File: config.mk
export PLATFORM = sky130hd
export DESIGN_NAME = pc_sequencer
export DESIGN_NICKNAME = d
export VERILOG_FILES = /design/src/rtl/pc_seq_pkg.sv /design/src/rtl/pc_seq_decode.sv /design/src/rtl/pc_sequencer.sv
export SDC_FILE = /design/constraint.sdc
export NUM_CORES = 1
export LEC_CHECK = 0
export BUFFER_PORTS_ARGS = -buffer_cell sky130_fd_sc_hd__buf_2
export CAP_MARGIN = 20
export CORE_MARGIN = 2
export CORE_UTILIZATION = 47
export CTS_BUF_LIST = sky130_fd_sc_hd__clkbuf_8
export DETAILED_ROUTE_END_ITERATION = 6
export PLACE_DENSITY = 0.82
export SLEW_MARGIN = 20
export SYNTH_ARGS = -nofsm -noshare
export SYNTH_HDL_FRONTEND = slang
export SYNTH_SLANG_ARGS = --single-unit
export TNS_END_PERCENT = 5
File: constraint.sdc
create_clock -name clk -period 1.9 [get_ports clk]
set_clock_uncertainty 0.05 [all_clocks]
set_input_delay 0 -clock clk [delete_from_list [all_inputs] [get_ports clk]]
set_output_delay 0 -clock clk [all_outputs]
set_load 0.02 [all_outputs]
File: src/rtl/pc_seq_pkg.sv
// Shared types and opcode constants for the PC fetch sequencer.
package pc_seq_pkg;

   localparam int unsigned OP_W = 4;

   typedef enum logic [2:0] {
      ST_IDLE,
      ST_FETCH,
      ST_ISSUE,
      ST_UPDATE,
      ST_HALTED
   } state_e;

   typedef enum logic {
      ACT_INC,
      ACT_LOAD
   } action_e;

   localparam logic [OP_W-1:0] OP_JMP  = 4'hC;
   localparam logic [OP_W-1:0] OP_BZ   = 4'hD;
   localparam logic [OP_W-1:0] OP_HALT = 4'hF;

endpackage

File: src/rtl/pc_seq_decode.sv
// Opcode decode: picks increment vs load for the counter and flags HALT.
module pc_seq_decode
   import pc_seq_pkg::*;
(
   input  logic [OP_W-1:0] opcode,
   input  logic            zero_flag,
   output action_e         action,
   output logic            is_halt
);

   always_comb begin
      action  = ACT_INC;
      is_halt = 1'b0;
      case (opcode)
         OP_JMP:  action = ACT_LOAD;
         OP_BZ:   action = zero_flag ? ACT_LOAD : ACT_INC;
         OP_HALT: is_halt = 1'b1;
         default: ;
      endcase
   end

endmodule

File: src/rtl/pc_sequencer.sv
// Fetch sequencer: fetch at PC, issue to execute, then one IPC or LPC pulse back to the counter.
module pc_sequencer
   import pc_seq_pkg::*;
#(
   parameter int unsigned n = 8,
   parameter int unsigned W = 16
) (
   input  logic         clk,
   input  logic         clear_n,
   input  logic [n-1:0] pc_value,
   output logic         IPC,
   output logic         LPC,
   output logic [n-1:0] pc_input,
   output logic [n-1:0] imem_addr,
   output logic         imem_req,
   input  logic         imem_ack,
   input  logic [W-1:0] imem_data,
   output logic [W-1:0] instr,
   output logic         instr_valid,
   input  logic         instr_ready,
   input  logic         zero_flag,
   input  logic         resume,
   output logic         halted
);

   state_e         state, state_nxt;
   logic           ipc_nxt, lpc_nxt;
   logic [n-1:0]   pc_input_nxt;
   logic [W-1:0]   instr_nxt;
   logic           valid_nxt;
   logic           halt_pend, halt_pend_nxt;
   action_e        dec_action;
   logic           dec_is_halt;

   pc_seq_decode u_decode (
      .opcode    (instr[W-1:W-OP_W]),
      .zero_flag (zero_flag),
      .action    (dec_action),
      .is_halt   (dec_is_halt)
   );

   // Next state, registered-output next values, and state-decoded fetch/halt outputs
   always_comb begin
      state_nxt     = state;
      ipc_nxt       = 1'b0;
      lpc_nxt       = 1'b0;
      pc_input_nxt  = pc_input;
      instr_nxt     = instr;
      valid_nxt     = instr_valid;
      halt_pend_nxt = halt_pend;
      imem_req      = 1'b0;
      imem_addr     = '0;
      halted        = 1'b0;
      case (state)
         ST_IDLE: state_nxt = ST_FETCH;
         ST_FETCH: begin
            imem_req  = 1'b1;
            imem_addr = pc_value;
            if (imem_ack) begin
               instr_nxt = imem_data;
               valid_nxt = 1'b1;
               state_nxt = ST_ISSUE;
            end
         end
         ST_ISSUE: begin
            if (instr_ready) begin
               valid_nxt     = 1'b0;
               halt_pend_nxt = dec_is_halt;
               if (dec_action == ACT_LOAD) begin
                  lpc_nxt      = 1'b1;
                  pc_input_nxt = instr[n-1:0];
               end else begin
                  ipc_nxt = 1'b1;
               end
               state_nxt = ST_UPDATE;
            end
         end
         ST_UPDATE: state_nxt = halt_pend ? ST_HALTED : ST_FETCH;
         ST_HALTED: begin
            halted = 1'b1;
            if (resume) state_nxt = ST_FETCH;
         end
         default: state_nxt = ST_IDLE;
      endcase
   end

   always_ff @(posedge clk or negedge clear_n) begin
      if (!clear_n) begin
         state       <= ST_IDLE;
         IPC         <= 1'b0;
         LPC         <= 1'b0;
         pc_input    <= '0;
         instr       <= '0;
         instr_valid <= 1'b0;
         halt_pend   <= 1'b0;
      end else begin
         state       <= state_nxt;
         IPC         <= ipc_nxt;
         LPC         <= lpc_nxt;
         pc_input    <= pc_input_nxt;
         instr       <= instr_nxt;
         instr_valid <= valid_nxt;
         halt_pend   <= halt_pend_nxt;
      end
   end

endmodule

==> results.sh <==
export IMPL_status="finished, final reports clean"
export IMPL_max_slew_margin_rel=0.551
export IMPL_critPathMaxStageDelay_ns=0.46
export IMPL_clkSlewWorstSetupHoldPaths_ns=0.06
export IMPL_yosysWarnings=0
export IMPL_synth_most_common_cell="dfrtp_1"
export IMPL_synthFlopType="dfrtp_1"
export IMPL_postCtsResizedCells=0
export IMPL_dr_total_vias=1081
export IMPL_routabilityCongestion=0.664
export IMPL_wl_mm=3.04
export IMPL_synth_area_sq_um=1340
export IMPL_worst_pin_slew_ns=0.674
export IMPL_cp_cell_sequence="nand4bb_4, nor4_4, buf_4, mux2_2"
export IMPL_fin_nets=213
export IMPL_cts_tree="yes"
export IMPL_worstSetupStartpointType="flop"
export IMPL_grt_pass1_vias=1137
export IMPL_syn2layout_area_growth_pct=47.8
export IMPL_power_density_nw_per_um2=1560
export IMPL_drv_cap=0
export IMPL_placed_cell_area_sq_um=1700
export IMPL_drc=0
export IMPL_critical_path_peak_fanout=9
export IMPL_fin_crit_sh=0.870
export IMPL_antenna_found_initial=0
export IMPL_final_design_area_no_fill_sq_um=1980
export IMPL_htree_levels=2
export IMPL_netlist_area_leader_share=0.581
export IMPL_crit_slowest_cell="dfrtp_1"
export IMPL_row_count=19
export IMPL_synth_cell_types=25
export IMPL_diodes=0
export IMPL_die_w_um=57.3
export IMPL_setup_violations=0
export IMPL_grt_max_degree=32
export IMPL_fin_crit_ns=1.65
export IMPL_crit_family="flip-flops"
export IMPL_drt_first_iter_violations=4
export IMPL_synth_edf_count=0
export IMPL_async_reset_ff_frac=1.00
export IMPL_critical_path_arrival_ns=1.77
export IMPL_start_util=0.489
export IMPL_slew_viol_final=0
export IMPL_finalPower_mw=3.08
export IMPL_p_leak_nw=1.00
export IMPL_cts_made_buffers=5
export IMPL_peakVddDrop_mv=1.21
export IMPL_clkLatencyLatePin_ns=0.29
export IMPL_grt_pass1_wl_mm=5.05
export IMPL_clockBufferDepth=2
export IMPL_hpwl_mm=2.13
export IMPL_core_area_sq_um=2730
export IMPL_ant_nets=0
export IMPL_critPathBufInv=1
export IMPL_rsz0062_at_grt="no"
export IMPL_cp_end_kind="flop"
export IMPL_overflow=0
export IMPL_routedWlPerCell_um=14.2
export IMPL_post_route_util=0.723
export IMPL_path_class="reg -> reg"
export IMPL_via_per_inst=5.05
export IMPL_synth_seq_cells=31
export IMPL_drive_gt1_frac=0.557
export IMPL_io_pins=67
export IMPL_port_buffers=66
export IMPL_die_area_sq_um=3290
export IMPL_hp_class="in -> reg"
export IMPL_die_h_um=57.3
export IMPL_syn_avg_cell_area_sq_um=14.5
export IMPL_cts_setup_buffers=0
export IMPL_synthTopCellsByArea="dfrtp_1, mux2_2, and2_1"
export IMPL_clock_root_buffer="clkbuf_8"
export IMPL_synth_commonest_cells="dfrtp_1, mux2_2, and2_1"
export IMPL_critPathRequiredTime_ns=2.02
export IMPL_max_freq_ghz=0.605
export IMPL_syn_inst=92
export IMPL_synth_area_leader_cell="dfrtp_1"
export IMPL_finalHoldViolCount=0
export IMPL_cts_sinks=31
export IMPL_ys_seq_area_frac=0.581
export IMPL_synth_nets=122
export IMPL_grtUsageTotal=0.211
export IMPL_drt_pass1_iterations=2
export IMPL_finalSetupTns_ns=0
-- cell type report --
class | instances | area (sq um)
clock buffers | 6 | 82.6
fillers | 188 | 758
clock inverters | 1 | 5.00
multi-input cells | 56 | 514
repair buffers | 88 | 556
inverters | 1 | 3.75
well taps | 31 | 38.8
flip-flops and latches | 31 | 776
-- where the power goes --
part / switching (mW) / leakage, nW / total, mW / internal (mW)
clock network: 0.235 / 0.0470 / 0.519 / 0.283
logic: 0.757 / 0.571 / 1.40 / 0.640
registers: 0.228 / 0.385 / 1.16 / 0.932
total: 1.22 / 1.00 / 3.08 / 1.86
-- layer usage --
layer | vias up | global-route usage | routed length, um
met4 | 0 | 0.0997 | 63
met1 | 518 | 0.238 | 1180
met5 | - | 0 | 0
met2 | 51 | 0.355 | 1530
li1 | 506 | - | -
met3 | 6 | 0.0794 | 262
-- placed cells by master (no fill, tap or decap), types with 2 or more instances in the layout --
master and instances:
dlygate4sd3_1 19, nor2_1 2, and2_1 10, dfrtp_1 31
buf_4 2, mux2_1 2, buf_2 66, nand2_1 4
mux2_2 22, nor2b_1 2, clkbuf_8 6
-- tightest hold or removal path, stage by stage --
cell	delay, ns
buf_2	0.08
nor2b_1	0.05
a32o_1	0.19
-- timing repair --
item                                    CTS  global route
hold endpoints to repair                 49             0
endpoints found under the setup margin    0             0
hold buffers                             19             0
-- state kept, by name, summed over array words and instances (netlist names) --
signal / cells
instr: 16
pc_input: 8
state: 3
IPC: 1
LPC: 1
halt_pend: 1
instr_valid: 1
-- cell families after synthesis --
family / share of synthesized area
and+or+nand+nor: 0.143
DFF: 0.581
AOI/OAI and AO/OA: 0.0393
muxes: 0.202
buffers and inverters: 0.0346
-- worst paths after layout --
kind	from	end	slack [ns]	depth (start not counted)
min in group asynchronous	clear_n	instr[7]	0.23	2
max in group asynchronous	clear_n	instr[8]	1.13	2
max	state[2]	pc_input[6]	0.25	4
max reg2reg	state[2]	pc_input[6]	0.25	4
min reg2reg	instr_valid	instr_valid	0.43	1
min	resume	state[2]	0.03	3
-- per-stage QoR --
step                hold WS, ns  cells  worst slack [ns]
finish                   0.0290    214             0.247
global placement         0.0106    188             0.302
CTS                      0.0219    214             0.240
global route             0.0499    214             0.155
detailed placement       0.0263    188             0.257
floorplan                -0.346     92            0.0537
Note: power is estimated with default switching activity, not from simulation.
